**src/rtl/csr_access_ctrl.sv**
```systemverilog
// Zicsr access sequencer: arbitrates pipeline/debug ports and performs
// read-modify-write onto a single-port CSR file.
module csr_access_ctrl #(
  parameter int unsigned MAX_DBG_STREAK = 4
) (
  input  logic        clock,
  input  logic        reset_n,
  input  logic        pl_req_valid,
  output logic        pl_req_ready,
  input  logic [11:0] pl_csr_num,
  input  logic [2:0]  pl_funct3,
  input  logic [31:0] pl_src,
  input  logic        pl_src_is_x0,
  output logic        pl_resp_valid,
  output logic [31:0] pl_resp_rdata,
  output logic        pl_resp_illegal,
  input  logic        dbg_req_valid,
  output logic        dbg_req_ready,
  input  logic [11:0] dbg_csr_num,
  input  logic        dbg_write,
  input  logic [31:0] dbg_wdata,
  output logic        dbg_resp_valid,
  output logic [31:0] dbg_rdata,
  output logic        dbg_illegal,
  output logic [11:0] csr_num,
  output logic        read_csr,
  input  logic [31:0] read_value,
  output logic        write_csr,
  output logic [2:0]  write_function,
  output logic [31:0] write_value,
  input  logic        illegal_instr_exception
);

  localparam logic [1:0] S_IDLE  = 2'd0;
  localparam logic [1:0] S_READ  = 2'd1;
  localparam logic [1:0] S_WRITE = 2'd2;
  localparam logic [1:0] S_RESP  = 2'd3;
  localparam logic [3:0] STREAK_MAX = 4'(MAX_DBG_STREAK);

  logic [1:0]  state;
  logic [3:0]  streak;
  logic        own_dbg;
  logic [11:0] num_q;
  logic [2:0]  f3_q;
  logic [31:0] src_q;
  logic [31:0] old_q;
  logic        x0_q;
  logic        dw_q;
  logic        fault_q;
  logic        ill_q;

  logic        idle;
  logic        streak_max;
  logic        dbg_win;
  logic        pl_win;
  logic [31:0] new_val;
  logic        wr_need;
  logic        bad_f3;
  logic        illegal;

  assign idle       = (state == S_IDLE);
  assign streak_max = (streak == STREAK_MAX);
  assign dbg_win    = dbg_req_valid &&
                      !(streak_max && pl_req_valid);
  assign pl_win     = pl_req_valid && !dbg_win;

  assign dbg_req_ready = idle && dbg_win;
  assign pl_req_ready  = idle && pl_win;

  always_comb begin
    new_val = src_q;
    wr_need = 1'b1;
    bad_f3  = 1'b0;
    if (own_dbg) begin
      wr_need = dw_q;
    end else begin
      unique case (1'b1)
        (f3_q inside {3'b001, 3'b101}): ;
        (f3_q inside {3'b010, 3'b110}): begin
          new_val = old_q | src_q;
          wr_need = !x0_q;
        end
        (f3_q inside {3'b011, 3'b111}): begin
          new_val = old_q & ~src_q;
          wr_need = !x0_q;
        end
        default: bad_f3 = 1'b1;
      endcase
    end
    // top two address bits 11 mark the read-only CSR space
    illegal = fault_q || bad_f3 ||
              (wr_need && (num_q[11:10] == 2'b11));
  end

  assign read_csr       = (state == S_READ);
  assign write_csr      = (state == S_WRITE) &&
                          wr_need && !illegal;
  assign csr_num        = (read_csr || state == S_WRITE) ?
                          num_q : 12'd0;
  assign write_value    = write_csr ? new_val : 32'd0;
  assign write_function = 3'b001;

  assign pl_resp_valid   = (state == S_RESP) && !own_dbg;
  assign pl_resp_rdata   = pl_resp_valid ? old_q : 32'd0;
  assign pl_resp_illegal = pl_resp_valid && ill_q;
  assign dbg_resp_valid  = (state == S_RESP) && own_dbg;
  assign dbg_rdata       = dbg_resp_valid ? old_q : 32'd0;
  assign dbg_illegal     = dbg_resp_valid && ill_q;

  always_ff @(posedge clock or negedge reset_n) begin
    if (!reset_n) begin
      state   <= S_IDLE;
      streak  <= 4'd0;
      own_dbg <= 1'b0;
      num_q   <= 12'd0;
      f3_q    <= 3'd0;
      src_q   <= 32'd0;
      old_q   <= 32'd0;
      x0_q    <= 1'b0;
      dw_q    <= 1'b0;
      fault_q <= 1'b0;
      ill_q   <= 1'b0;
    end else begin
      unique case (state)
        S_IDLE: begin
          if (dbg_req_ready || pl_req_ready) begin
            state   <= S_READ;
            own_dbg <= dbg_req_ready;
            num_q   <= dbg_req_ready ? dbg_csr_num : pl_csr_num;
            src_q   <= dbg_req_ready ? dbg_wdata : pl_src;
            f3_q    <= pl_funct3;
            x0_q    <= pl_src_is_x0;
            dw_q    <= dbg_write;
          end
        end
        S_READ: begin
          old_q   <= read_value;
          fault_q <= illegal_instr_exception;
          state   <= S_WRITE;
        end
        S_WRITE: begin
          ill_q <= illegal;
          state <= S_RESP;
        end
        default: state <= S_IDLE;
      endcase
      if (!pl_req_valid || pl_req_ready) begin
        streak <= 4'd0;
      end else if (dbg_req_ready && !streak_max) begin
        streak <= streak + 4'd1;
      end
    end
  end

endmodule
```
**config.mk**
```make
export PLATFORM = sky130hd
export DESIGN_NAME = csr_access_ctrl
export DESIGN_NICKNAME = d
export VERILOG_FILES = /design/src/rtl/csr_access_ctrl.sv
export SDC_FILE = /design/constraint.sdc
export NUM_CORES = 1
export LEC_CHECK = 0
export BUFFER_PORTS_ARGS = -buffer_cell sky130_fd_sc_hd__buf_2
export CORE_AREA = 10 10 114 116
export DETAILED_ROUTE_END_ITERATION = 8
export DIE_AREA = 0 0 124 126
export GPL_TIMING_DRIVEN = 0
export PLACE_DENSITY = 0.86
export SLEW_MARGIN = 20
export SYNTH_ARGS = -nofsm -noshare
export SYNTH_HDL_FRONTEND = slang
export SYNTH_SLANG_ARGS = --single-unit
```
**constraint.sdc**
```tcl
create_clock -name clock -period 2.99 [get_ports clock]
set_input_delay 0.1495 -clock clock [delete_from_list [all_inputs] [get_ports clock]]
set_output_delay 0.1495 -clock clock [all_outputs]
set_load 0.05 [all_outputs]
```
==> reports/qor.tcl <==
set qor(run_status) {completed}
set qor(place_inst) 870
set qor(cpLargestDelayFamily) {buffers and inverters}
set qor(unrepaired_setup_endpoints_after_global_routing) {false}
set qor(worstSetupStartpointType) {flop}
set qor(postCtsResizedCells) 0
set qor(worst-slew-pin-transition_ns) 0.637
set qor(synthesis.area_um2) 5480
set qor(maxCapViolations) 0
set qor(mean_number_of_vias_per_cell) 5.43
set qor(timing.critical_path.slowest_cell_delay_ns) 0.46
set qor(cts_max_path_buffers) 2
set qor(tritoncts) {built}
set qor(synth.avg_cell_area_um2) 11.3
set qor(cp-end-kind) {output port}
set qor(grt_max_degree) 56
set qor(tns_ns) 0
set qor(cpMaxStageDelayCell) {sky130_fd_sc_hd__nor2b_1}
set qor(cts-buffers-inserted) 9
set qor(clock_sinks) 89
set qor(ir_worst_vdd_mv) 0.958
set qor(grtUsageTotal) 0.233
set qor(core-area_um2) 10700
set qor(final_common_cell) {sky130_fd_sc_hd__buf_2}
set qor(crit_required_ns) 2.84
set qor(cp_num_buf_inv) 2
set qor(final_min_period_over_clock_period) 0.876
set qor(report.final.setup_viol) 0
set qor(gate_count_of_the_mapped_netlist) 484
set qor(antenna_left) 0
set qor(buffer_ports.inserted) 244
set qor(slew-limit-headroom) 0.575
set qor(synthFlopType) {sky130_fd_sc_hd__dfrtp_1}
set qor(fin_skew_ns) 0.0124
set qor(synthDistinctLibCells) 42
set qor(postRouteWirelength_um) 18600
set qor(clock_insertion_delay_worst_skew_ns) 0.37
set qor(grt_first_pass_wirelength_um) 28700
set qor(syn_to_final_growth_pct) 31.4
set qor(maxSlewViolCount) 0
set qor(placement.cell_area_um2) 6910
set qor(clock.fmax_mhz) 382
set qor(reported_leakage_power_nw) 3.75
set qor(critical_path.cell_chain) {ha_1, nor2b_1, clkbuf_1, and2_1, buf_2}
set qor(share_of_synthesized_area_occupied_by_flip_flops_and_latches) 0.406
set qor(dpl.hpwl_um) 14400
set qor(number_of_enable_flip_flop_cells_after_synthesis) 0
set qor(timing.hold.worst.class) {primary input to flop}
set qor(drc) 0
set qor(synth-seq-cells) 89
set qor(layoutNonFillerInstCount) 899
set qor(io-pin-count) 249
set qor(detailroute.via_count) 4882
set qor(horizontal_die_dimension_um) 124
set qor(layout.cell_area.non_filler_um2) 7210
set qor(route.detailed.wl_per_inst_um) 20.6
set qor(criticalPathCategory) {flop to output port}
set qor(vias_in_the_first_global_route) 5417
set qor(post-route-min-period_ns) 2.62
set qor(clk_transition_reported_paths_ns) 0.09
set qor(warning_count_from_the_yosys_run) 0
set qor(total_die_area_um2) 15600
set qor(maximum_net_fanout_on_the_critical_path) 10
set qor(cellPowerDensity_nw_per_um2) 1200
set qor(layout.nets) 891
set qor(rows) 38
set qor(dp_worst_setup_slack_ns) 0.717
set qor(drt_pre_antenna_iters) 5
set qor(commonest_cells_after_routing_fill_and_taps_aside) {sky130_fd_sc_hd__buf_2 (251), sky130_fd_sc_hd__mux2_2 (111), sky130_fd_sc_hd__dfrtp_1 (89)}
set qor(initial_util) 0.513
set qor(post_route_cells_drive_above_1_share) 0.547
set qor(worst_ep_arrival_time_ns) 2.47
set qor(grt_antenna_before_repair) 1
set qor(drt_iter0_drc) 271
set qor(cts-root-buf) {sky130_fd_sc_hd__clkbuf_8}
set qor(die_h_um) 126
set qor(place.gp.congestion) 0.875
set qor(globalRouteOverflowTotal) 0
set qor(htree_num_levels) 3
set qor(setup_slack_ns) 0.371
set qor(timing.final.hold_violations) 0
set qor(async_flop_share) 1.00
==> state kept, by name (all words and copies together) (netlist names) <==
| register | flops |
|---|---|
| streak | 4 |
| x0_q | 1 |
| state | 2 |
| fault_q | 1 |
| src_q | 32 |
| old_q | 32 |
| dw_q | 1 |
| ill_q | 1 |
| num_q | 12 |
| f3_q | 2 |
| own_dbg | 1 |
==> kinds of logic after synthesis <==
family	count (synthesis)	share of synthesized area
other	2	0.00137
adders and majority gates	7	0.0160
xor gates and xnor gates	1	0.00160
and+or+nand+nor	165	0.183
AOI/OAI and AO/OA	46	0.0666
buffers and inverters	49	0.0591
muxes	125	0.266
DFF	89	0.406
==> worst paths after layout <==
kind / from / endpoint / slack (ns) / cells past startpoint
min in group asynchronous: reset_n / streak[2]$_DFFE_PN0P_ / 0.30 / 2
hold / removal: read_value[5] / old_q[5]$_DFFE_PN0P_ / 0.01 / 2
hold reg to reg: dw_q$_DFFE_PN0P_ / dw_q$_DFFE_PN0P_ / 0.52 / 1
setup reg to reg: state[1]$_DFFE_PN0P_ / old_q[14]$_DFFE_PN0P_ / 0.84 / 5
max in group asynchronous: reset_n / src_q[14]$_DFFE_PN0P_ / 2.02 / 3
setup / recovery: state[1]$_DFFE_PN0P_ / pl_resp_rdata[2] / 0.37 / 5
==> report_power, final <==
part	switching (mW)	internal, mW	total (mW)
clock	0.426	0.315	0.742
sequential	0.510	1.81	2.33
combinational	3.39	2.17	5.56
==> synth_stat cells (3+ instances only) <==
cell | n | area share
sky130_fd_sc_hd__nor2b_1 | 35 | 0.040
sky130_fd_sc_hd__nor3_1 | 32 | 0.029
sky130_fd_sc_hd__buf_4 | 4 | 0.0055
sky130_fd_sc_hd__buf_2 | 8 | 0.0073
sky130_fd_sc_hd__o21ai_0 | 4 | 0.0037
sky130_fd_sc_hd__nand2_1 | 8 | 0.0055
sky130_fd_sc_hd__buf_6 | 8 | 0.016
sky130_fd_sc_hd__a22oi_1 | 32 | 0.044
sky130_fd_sc_hd__mux2_4 | 14 | 0.038
sky130_fd_sc_hd__dfrtp_1 | 89 | 0.41
sky130_fd_sc_hd__clkbuf_1 | 13 | 0.0089
sky130_fd_sc_hd__and3_1 | 33 | 0.038
sky130_fd_sc_hd__mux2_2 | 111 | 0.23
sky130_fd_sc_hd__ha_1 | 7 | 0.016
sky130_fd_sc_hd__inv_1 | 8 | 0.0055
sky130_fd_sc_hd__and2_1 | 46 | 0.052
sky130_fd_sc_hd__buf_1 | 3 | 0.0021
==> final cells by class <==
type | instances | area, µm²
Clock inverter | 4 | 20.0
Timing Repair Buffer | 258 | 1380
Inverter | 9 | 33.8
Buffer | 40 | 290
Multi-Input combinational cell | 347 | 2940
Clock buffer | 11 | 141
Fill cell | 834 | 3490
Antenna cell | 1 | 2.50
Tap cell | 140 | 175
Sequential cell | 89 | 2230
==> what timing repair did <==
action / CTS / global route
endpoints found under the setup margin: 0 / 0
hold buffers: 13 / 0
setup buffers: 0 / 0
hold endpoints to repair: 46 / 0
==> stage by stage <==
step	hold slack [ns]	util	power, mW
global route	0.00341	0.674	9.17
CTS	0.000827	0.673	8.67
global placement	0.365	0.643	7.66
detailed placement	0.142	0.646	7.91
floorplan	-0.146	-	6.51
finish	0.0143	0.674	8.63
==> metal layers <==
metal  wire length (µm)  up-vias  track usage
li1                   -     2252            -
met3               1780       51       0.0679
met1               6810     2332        0.258
met2               9350      247        0.400
met5                  0        -            0
met4                616        0        0.104
Power figures use the tool's default switching activity.
